**config.mk**
```make
export PLATFORM = sky130hd
export DESIGN_NAME = sequenciador_quadros
export DESIGN_NICKNAME = d
export VERILOG_FILES = /design/src/rtl/sequenciador_quadros_pkg.sv /design/src/rtl/sequenciador_quadros_contador_quadro.sv /design/src/rtl/sequenciador_quadros.sv
export SDC_FILE = /design/constraint.sdc
export NUM_CORES = 1
export LEC_CHECK = 0
export ABC_CLOCK_PERIOD_IN_PS = 2000
export CELL_PAD_IN_SITES_DETAIL_PLACEMENT = 0
export CELL_PAD_IN_SITES_GLOBAL_PLACEMENT = 1
export CORE_MARGIN = 4
export CORE_UTILIZATION = 25
export DETAILED_ROUTE_END_ITERATION = 10
export PLACE_DENSITY_LB_ADDON = 0.1
export SLEW_MARGIN = 20
export SYNTH_ARGS = -nofsm -noshare
export SYNTH_HDL_FRONTEND = slang
export SYNTH_SLANG_ARGS = --single-unit
```
**constraint.sdc**
```tcl
create_clock -name clk -period 2 [get_ports clk]
set_input_delay 0.2 -clock clk [delete_from_list [all_inputs] [get_ports clk]]
set_output_delay 0.2 -clock clk [all_outputs]
set_load 0.005 [all_outputs]
```
**src/rtl/sequenciador_quadros_pkg.sv**
```systemverilog
// Shared definitions for the pet animation frame sequencer.
// Holds the pet state encoding, the sequencer FSM states and the
// image ROM address layout {estado, quadro, byte}.
package sequenciador_quadros_pkg;

    // Pet states as seen on the estado input; 5..15 are not states.
    typedef enum logic [2:0] {
        EST_IDLE       = 3'd0,
        EST_DORMINDO   = 3'd1,
        EST_COMENDO    = 3'd2,
        EST_DANDO_AULA = 3'd3,
        EST_MORTO      = 3'd4
    } estado_t;

    // Sequencer FSM: wait for a request, read one byte, present it, close the frame.
    typedef enum logic [1:0] {
        ESPERA = 2'd0,
        LE     = 2'd1,
        ENVIA  = 2'd2,
        FIM    = 2'd3
    } fsm_t;

    // One 128x64 monochrome page buffer.
    localparam int N_BYTES_QUADRO = 1024;

    // Width of the estado input and of the estado field inside the ROM address.
    localparam int W_ESTADO_IN    = 4;
    localparam int W_CAMPO_ESTADO = 3;

    // Full ROM address width for a given frame count and frame size.
    function automatic int largura_endereco(input int n_quadros, input int n_bytes);
        return W_CAMPO_ESTADO + $clog2(n_quadros) + $clog2(n_bytes);
    endfunction

    // Only IDLE..MORTO are real pet states.
    function automatic logic estado_valido(input logic [W_ESTADO_IN-1:0] e);
        return e <= {1'b0, EST_MORTO};
    endfunction

endpackage

```
**src/rtl/sequenciador_quadros_contador_quadro.sv**
```systemverilog
// Animation frame counter for the current pet state.
// Latency: new value visible the cycle after a tick or state change.
// No backpressure: it follows requests as they arrive, even mid-frame.
module sequenciador_quadros_contador_quadro #(
    parameter int N_QUADROS = 2,
    parameter int W_Q       = 1
) (
    input  logic           clk,
    input  logic           reset,
    input  logic           i_avanca,
    input  logic           i_zera,
    output logic [W_Q-1:0] o_quadro
);

    localparam logic [W_Q-1:0] ULTIMO_QUADRO = W_Q'(N_QUADROS - 1);

    logic [W_Q-1:0] r_quadro;

    // A state change restarts the animation and wins over a simultaneous tick.
    always_ff @(posedge clk) begin
        if (reset) begin
            r_quadro <= '0;
        end else if (i_zera) begin
            r_quadro <= '0;
        end else if (i_avanca) begin
            r_quadro <= (r_quadro == ULTIMO_QUADRO) ? '0 : r_quadro + 1'b1;
        end
    end

    assign o_quadro = r_quadro;

endmodule

```
**src/rtl/sequenciador_quadros.sv**
```systemverilog
// Streams one animation frame of the current pet state from an external image ROM to the display.
// Latency: one byte every 2 cycles when pronto is high; fim_quadro 2*N_BYTES cycles after the first read.
// Backpressure: pronto low freezes dado_out/valido; requests arriving mid-frame are merged and served after it.
module sequenciador_quadros
    import sequenciador_quadros_pkg::*;
#(
    parameter int N_QUADROS = 2,
    parameter int N_BYTES   = N_BYTES_QUADRO
) (
    input  logic                                            clk,
    input  logic                                            reset,
    input  logic [W_ESTADO_IN-1:0]                          estado,
    input  logic                                            tick_quadro,
    output logic [largura_endereco(N_QUADROS, N_BYTES)-1:0] mem_addr,
    output logic                                            mem_en,
    input  logic [7:0]                                      mem_dado,
    output logic [7:0]                                      dado_out,
    output logic                                            valido,
    input  logic                                            pronto,
    output logic                                            inicio_quadro,
    output logic                                            fim_quadro,
    output logic                                            ocupado
);

    localparam int W_Q   = $clog2(N_QUADROS);
    localparam int W_QI  = (W_Q > 0) ? W_Q : 1;
    localparam int W_IDX = $clog2(N_BYTES);
    localparam logic [W_IDX-1:0] ULTIMO_BYTE = W_IDX'(N_BYTES - 1);

    // Request tracking (runs independently of the frame in flight)
    estado_t          r_estado_atual;
    logic             r_pendente;
    logic [W_QI-1:0]  w_quadro;
    logic             w_mudanca;
    logic             w_pedido;

    // Frame in flight
    fsm_t             r_fsm;
    estado_t          r_cap_estado;
    logic [W_QI-1:0]  r_cap_quadro;
    logic [W_IDX-1:0] r_idx;
    logic             r_mem_en;
    logic             r_valido;
    logic             r_primeiro;
    logic [7:0]       r_dado;
    logic             r_inicio;
    logic             r_fim;
    logic             r_ocupado;
    logic             w_ultimo;

    // Out-of-range estado values never count as a change.
    assign w_mudanca = estado_valido(estado) && (estado[2:0] != r_estado_atual);
    assign w_pedido  = tick_quadro || w_mudanca;
    assign w_ultimo  = (r_idx == ULTIMO_BYTE);

    sequenciador_quadros_contador_quadro #(
        .N_QUADROS (N_QUADROS),
        .W_Q       (W_QI)
    ) u_contador_quadro (
        .clk      (clk),
        .reset    (reset),
        .i_avanca (tick_quadro),
        .i_zera   (w_mudanca),
        .o_quadro (w_quadro)
    );

    // Track the last valid pet state; the reset state is IDLE.
    always_ff @(posedge clk) begin
        if (reset) begin
            r_estado_atual <= EST_IDLE;
        end else if (w_mudanca) begin
            r_estado_atual <= estado_t'(estado[2:0]);
        end
    end

    // One pending flag absorbs any number of requests; a request arriving on
    // the same cycle a frame starts survives so it is rendered afterwards.
    // Reset leaves it set so the IDLE frame is drawn without any stimulus.
    always_ff @(posedge clk) begin
        if (reset) begin
            r_pendente <= 1'b1;
        end else if (w_pedido) begin
            r_pendente <= 1'b1;
        end else if (r_pendente && (r_fsm == ESPERA || r_fsm == FIM)) begin
            r_pendente <= 1'b0;
        end
    end

    // Frame sequencer: capture state/frame, then alternate ROM read and byte handoff.
    always_ff @(posedge clk) begin
        if (reset) begin
            r_fsm        <= ESPERA;
            r_cap_estado <= EST_IDLE;
            r_cap_quadro <= '0;
            r_idx        <= '0;
            r_mem_en     <= 1'b0;
            r_valido     <= 1'b0;
            r_primeiro   <= 1'b0;
            r_dado       <= '0;
            r_inicio     <= 1'b0;
            r_fim        <= 1'b0;
            r_ocupado    <= 1'b0;
        end else begin
            r_mem_en   <= 1'b0;
            r_primeiro <= 1'b0;
            r_inicio   <= 1'b0;
            r_fim      <= 1'b0;
            case (r_fsm)
                ESPERA, FIM: begin
                    if (r_pendente) begin
                        // Freeze what this frame shows; later requests only touch the trackers.
                        r_fsm        <= LE;
                        r_cap_estado <= r_estado_atual;
                        r_cap_quadro <= w_quadro;
                        r_idx        <= '0;
                        r_mem_en     <= 1'b1;
                        r_ocupado    <= 1'b1;
                    end else if (r_fsm == FIM) begin
                        r_fsm     <= ESPERA;
                        r_ocupado <= 1'b0;
                    end
                end
                LE: begin
                    r_fsm      <= ENVIA;
                    r_valido   <= 1'b1;
                    r_primeiro <= 1'b1;
                    r_inicio   <= (r_idx == '0);
                end
                ENVIA: begin
                    // ROM data only lives for one cycle, so keep a copy for stalls.
                    if (r_primeiro) begin
                        r_dado <= mem_dado;
                    end
                    if (pronto) begin
                        r_valido <= 1'b0;
                        if (w_ultimo) begin
                            r_fsm <= FIM;
                            r_idx <= '0;
                            r_fim <= 1'b1;
                        end else begin
                            r_fsm    <= LE;
                            r_idx    <= r_idx + 1'b1;
                            r_mem_en <= 1'b1;
                        end
                    end
                end
                default: begin
                    r_fsm <= ESPERA;
                end
            endcase
        end
    end

    // Address is built from registers only, so it is steady for the whole read cycle.
    generate
        if (W_Q == 0) begin : g_sem_quadro
            assign mem_addr = {r_cap_estado, r_idx};
        end else begin : g_com_quadro
            assign mem_addr = {r_cap_estado, r_cap_quadro, r_idx};
        end
    endgenerate

    // First ENVIA cycle passes the ROM byte straight through; after that the held copy.
    assign dado_out      = r_primeiro ? mem_dado : r_dado;
    assign mem_en        = r_mem_en;
    assign valido        = r_valido;
    assign inicio_quadro = r_inicio;
    assign fim_quadro    = r_fim;
    assign ocupado       = r_ocupado;

endmodule

```
-- Word-level counts from Yosys, hierarchy flattened
Cells that the tools add are included.
- add/sub/neg operators: 2
- magnitude comparators: 1
- equal/unequal tests: 8
- mux-type cells: 21
- bitwise logic cells: 3
- reduce and logical (&&, ||, !) cells: 19
- operators with widths (kind ; number):
    10-bit two-way mux ; 3
    10-bit case mux with 2 select lines ; 1
    10-bit by 1-bit adder with 10-bit output (second input constant) ; 1
    10-bit equality test (second input constant) ; 1
    10-bit logical NOT ; 1
    1-bit two-way mux ; 9
    2-bit two-way mux ; 4
    8-bit two-way mux ; 1
    2-bit AND reduction ; 4
    2-bit OR reduction ; 4
    2-bit case mux with 3 select lines ; 1
    2-bit nonzero test ; 3
    2-bit equality test (second input constant) ; 2
    4-bit by 3-bit <= comparator with 1-bit output (second input constant) ; 1
    2-bit != test (second input constant) ; 2
    1-bit case mux with 2 select lines ; 2
    3-bit != test ; 1
    3-bit != test (second input constant) ; 1
    1-bit inverter ; 3
    3-bit AND reduction ; 1
    3-bit OR reduction ; 1
    2-bit by 1-bit equality test with 1-bit output (second input constant) ; 1
    1-bit logical AND ; 2
    2-bit logical NOT ; 1
    2 further kinds ; 3
- flip-flop bits (word level): 35
- input bits: 16
- output and inout port bits: 27
- logic and storage cells: 68

-- Logic depth before layout (Yosys ltp)
- depth after elaboration: 4
- mapped depth: 7
- gate-level depth less buffers: 6

-- Cells and area by module
A second synthesis with hierarchy kept.
- cells, all modules: 197
- area, all modules: 1690.4 µm²
- by module, submodules not included (module ; instances ; cells each ; area an instance (µm²) ; seq. area each (µm²)):
    sequenciador_quadros ; 1 ; 194 ; 1651.6 ; 680.7
    sequenciador_quadros_contador_quadro ; 1 ; 3 ; 38.8 ; 20.0

-- Worst setup path before layout
Ideal clock, no wire load.
- path type: reg2reg
- from: register r_fsm[0]
- to: register r_idx[9]
- library setup time: 66 ps
- arrival: 1747 ps
- required time: 1934 ps
- setup slack: 187 ps
- stages on the path, launching flop included: 7
- path buffers: 0
- period minus slack after synthesis: 1813 ps
- cell sequence: dfxtp_1 > inv_1 > ha_1 > mux2_2 > nand2_1 > or4_4 > a21oi_2
- longest elaborated chain between the ends: 4
- elaborated cells between the ends (all ways): 9
- classes of those cells: eq/ne (4); mux (1); reduce/logical (4)
- RTL lines (item ; line ; text):
    start: declaration ; sequenciador_quadros.sv:38 ; fsm_t r_fsm;
    start signal: assignment ; sequenciador_quadros.sv:92 ; r_fsm <= ESPERA;
    start signal: assignment ; sequenciador_quadros.sv:112 ; r_fsm <= LE;
    start signal: assignment ; sequenciador_quadros.sv:119 ; r_fsm <= ESPERA;
    2-bit equality test / 2-bit logical NOT (equally long branches) ; sequenciador_quadros.sv:108 ; case (r_fsm)
    2-bit OR reduction ; sequenciador_quadros.sv:108 ;
    2-bit != test (no line) / 2-bit nonzero test (equally long branches) ; - ;
    3-bit AND reduction (no line) ; - ;
    end signal: assignment ; sequenciador_quadros.sv:142 ; r_idx <= r_idx + 1'b1;
    end: declaration ; sequenciador_quadros.sv:41 ; logic [W_IDX-1:0] r_idx;
Several ways; a longest one is shown, not always the timed one.
A chain may end at the register's enable or synchronous reset.

-- Worst setup path in the final report
Ends and elaborated chain as after synthesis.

==> out/results.ini <==
[status]
outcome=completed

[cts]
tritoncts=done
cts_num_sinks=35
clockRootBuffer=sky130_fd_sc_hd__clkbuf_8
cts_made_buffers=5
clock_tree.buffer_depth=2
clock_insertion_delay_worst_skew_ns=0.29
clk_pin_slew_ns=0.08
h_tree_levels=2

[sta]
max-slew-margin-rel_pct=68.3
worst_pin_slew_ns=0.471
drv_slew=0
timing.final.setup_violations=0
maxClockFrequency_mhz=552
timing_hold_violations_final=0
timing.clock.skew_ns=0.00733
period_share_pct=90.6
timing.setup.tns_ns=0
grt_setup_unrepaired=false
period_needed_ns=1.81

[setup_path]
cpMaxStageDelayCell=sky130_fd_sc_hd__or4_4
critPathRequiredTime_ns=2.23
reg2reg_setup_slack_ns=0.19
critical_path.reg2reg.startpoint=r_fsm[0]
timing.rr.end=r_idx[9]
cp_slowest_stage_delay_ns=0.48
crit_chain=inv_1, ha_2, mux2_2, nand2_1, or4_4, a21oi_2
critical_path_arrival_ns=2.05
kind_of_critical_path=register to register
worstRegToRegCells=6
startpoint=r_fsm[0]
setup.worst_path.end_class=register
critical_path.startpoint_type=register
worstPathMaxFanout=4
crit_path_end=r_idx[9]

[detailed_routing]
drc_errors=0
vias_per_cell=4.63
detailedRoute.firstPassIterationCount=4
avgRoutedWirePerCell_um=13.5
via_count=1471
route.final.wire_length_um=4290
antenna_left=0
first_iter_violations=44

[final_layout]
final_cell_mix=sky130_fd_sc_hd__clkdlybuf4s50_1, sky130_fd_sc_hd__dfxtp_1, sky130_fd_sc_hd__nor2_1, sky130_fd_sc_hd__a21oi_1, sky130_fd_sc_hd__nand2_1
design.final.nets=261
syn2layout_area_growth_pct=40.3
drive_gt1_share_pct=16.6
finish.utilization_pct=36.7
n_diodes=0
most_frequent_standard_cell_in_the_layout_excluding_fill_and_tap_cells=sky130_fd_sc_hd__clkdlybuf4s50_1
fin_area_um2=2370

[pwr]
share_comb_of_total_power_pct=29.2
pint_mw=1.37
switching_share_pct=29.9
pwrdens_nw_per_um2=825
p_leak_nw=0.836
psw_mw=0.584
ir_worst_vdd_mv=0.289
share_seq_of_total_power_pct=40.9
clkPwrFrac_pct=29.9

[hold_path]
count_of_cells_along_the_worst_hold_path=2
hold_path.startpoint=ocupado
hp-class=register to register

[global_route]
grtUsageTotal_pct=11.0
grt_max_degree=12
grt_pass1_vias=1444
grt_overflow_total=0
antenna_found_initial=0
grt_first_pass_wirelength_um=7240

[floorplanning]
std_cell_rows=29
area_of_the_core_um2=6460
fp.dieArea_um2=8130
die_h_um=90.2
die_w_um=90.2
io-pin-count=43
initial_core_util_pct=26.1

[yosys]
number_of_enable_type_register_cells_in_the_synthesized_netlist=0
synth.yosys.seq_area_share_pct=41.5
avgSynthCellArea_um2=8.98
mappedNetlistArea_um2=1690
synthFlopType=sky130_fd_sc_hd__dfxtp_1
netlist-cell-type-count=46
post_synth_main_area_contributors=sky130_fd_sc_hd__dfxtp_1, sky130_fd_sc_hd__mux2_2, sky130_fd_sc_hd__mux2i_1, sky130_fd_sc_hd__nor2_1, sky130_fd_sc_hd__a21oi_1
synth_cells=188
synth_top_area_share_pct=41.5
synth_top_area_cell=sky130_fd_sc_hd__dfxtp_1
async_set_or_reset_flop_fraction_in_the_synthesized_netlist_pct=0
synth-seq-cells=35
synthesis.nets=209
synthesis.yosys.warnings=0

[placement]
place.port_buffers=42
placed_area_um2=2250
dp.final_hpwl_um=3200
gp_congestion=0.770

[run]
timing.max_cap.violations=0

==> stage by stage <==
stage | setup WS (ns) | hold WS, ns | power [mW] | std cells
after global routing | 0.0568 | 0.474 | 2.07 | 318
after detailed placement | 0.0993 | 0.448 | 1.38 | 310
after floorplan | 0.187 | 0.296 | 1.12 | 188
after global placement | 0.0855 | 0.447 | 1.39 | 310
after CTS | 0.0410 | 0.459 | 1.97 | 318
final | 0.188 | 0.456 | 1.95 | 318
==> power groups by stage <==
stage	logic (mW)	registers (mW)	clock network (mW)
2_1_floorplan	0.320	0.798	0
3_3_place_gp	0.570	0.817	0
3_5_place_dp	0.560	0.816	0
4_1_cts	0.566	0.800	0.608
5_1_grt	0.623	0.808	0.641
6_report	0.570	0.799	0.585
==> cell usage after synthesis, types with 2 or more instances <==
master and instances:
sky130_fd_sc_hd__dfxtp_1 35, sky130_fd_sc_hd__nor2_1 21, sky130_fd_sc_hd__a21oi_1 15, sky130_fd_sc_hd__nand2_1 15, sky130_fd_sc_hd__nand3_1 10, sky130_fd_sc_hd__mux2_2 9
sky130_fd_sc_hd__mux2i_1 9, sky130_fd_sc_hd__inv_1 8, sky130_fd_sc_hd__clkbuf_1 5, sky130_fd_sc_hd__ha_1 5, sky130_fd_sc_hd__nor3_1 5, sky130_fd_sc_hd__o21ai_0 4
sky130_fd_sc_hd__xnor2_1 4, sky130_fd_sc_hd__xor2_1 4, sky130_fd_sc_hd__nor4_1 3, sky130_fd_sc_hd__o31a_1 3, sky130_fd_sc_hd__buf_2 2, sky130_fd_sc_hd__nor2b_1 2
sky130_fd_sc_hd__o31ai_1 2
==> worst min path at each step <==
stage                            endpoint  slack [ns]
after global placement    r_cap_estado[2]        0.45
after global routing      r_cap_estado[2]        0.47
final                             ocupado        0.46
after floorplan                r_pendente        0.30
after CTS                         ocupado        0.46
after detailed placement          ocupado        0.45
==> metal layers <==
| metal | share of wire (%) | global-route usage, % |
|---|---|---|
| met4 | 1.3 | 3.44 |
| met3 | 5.5 | 4.17 |
| met2 | 44 | 16.9 |
| met5 | 0 | 0 |
| met1 | 49 | 14.1 |
==> logic make-up (layout without fill, tap and decap cells) <==
| logic type | after synthesis | after routing | share of synthesized area (%) |
|---|---|---|---|
| and+or+nand+nor | 69 | 69 | 21.1 |
| AOI/OAI and AO/OA | 36 | 36 | 14.0 |
| muxes | 18 | 18 | 11.3 |
| adders and majority gates | 5 | 5 | 3.71 |
| xor gates and xnor gates | 8 | 8 | 4.15 |
| buffers and inverters | 17 | 70 | 4.15 |
| DFF | 35 | 35 | 41.5 |
==> what timing repair did <==
action	CTS	global route
endpoints found under the setup margin	0	4
buffers inserted	0	0
hold buffers	0	0
gates resized for setup	0	4
==> cell type report <==
type	instances	area [um^2]
Tap cell	77	96.3
Fill cell	694	4090
Multi-Input combinational cell	136	930
Inverter	8	30.0
Clock buffer	8	100
Timing Repair Buffer	54	510
Sequential cell	35	702
==> state kept, by name, summed over array words and instances (netlist names) <==
name                        flops
u_contador_quadro.o_quadro      1
r_primeiro                      1
ocupado                         1
r_cap_quadro                    1
r_idx                          10
r_estado_atual                  3
r_cap_estado                    3
fim_quadro                      1
inicio_quadro                   1
valido                          1
r_fsm                           2
r_pendente                      1
r_dado                          8
mem_en                          1
==> worst max-delay path: cells and delay by family (launching register included) <==
| family | cells | cell delay [ns] |
|---|---|---|
| AND/OR/NAND/NOR | 2 | 0.58 |
| flip-flops | 1 | 0.36 |
| adder cells (fa/ha/maj) | 1 | 0.32 |
| multiplexers | 1 | 0.27 |
| AO/OA/AOI/OAI | 1 | 0.13 |
| buffers and inverters | 1 | 0.09 |
(Power assumes the default switching activity.)
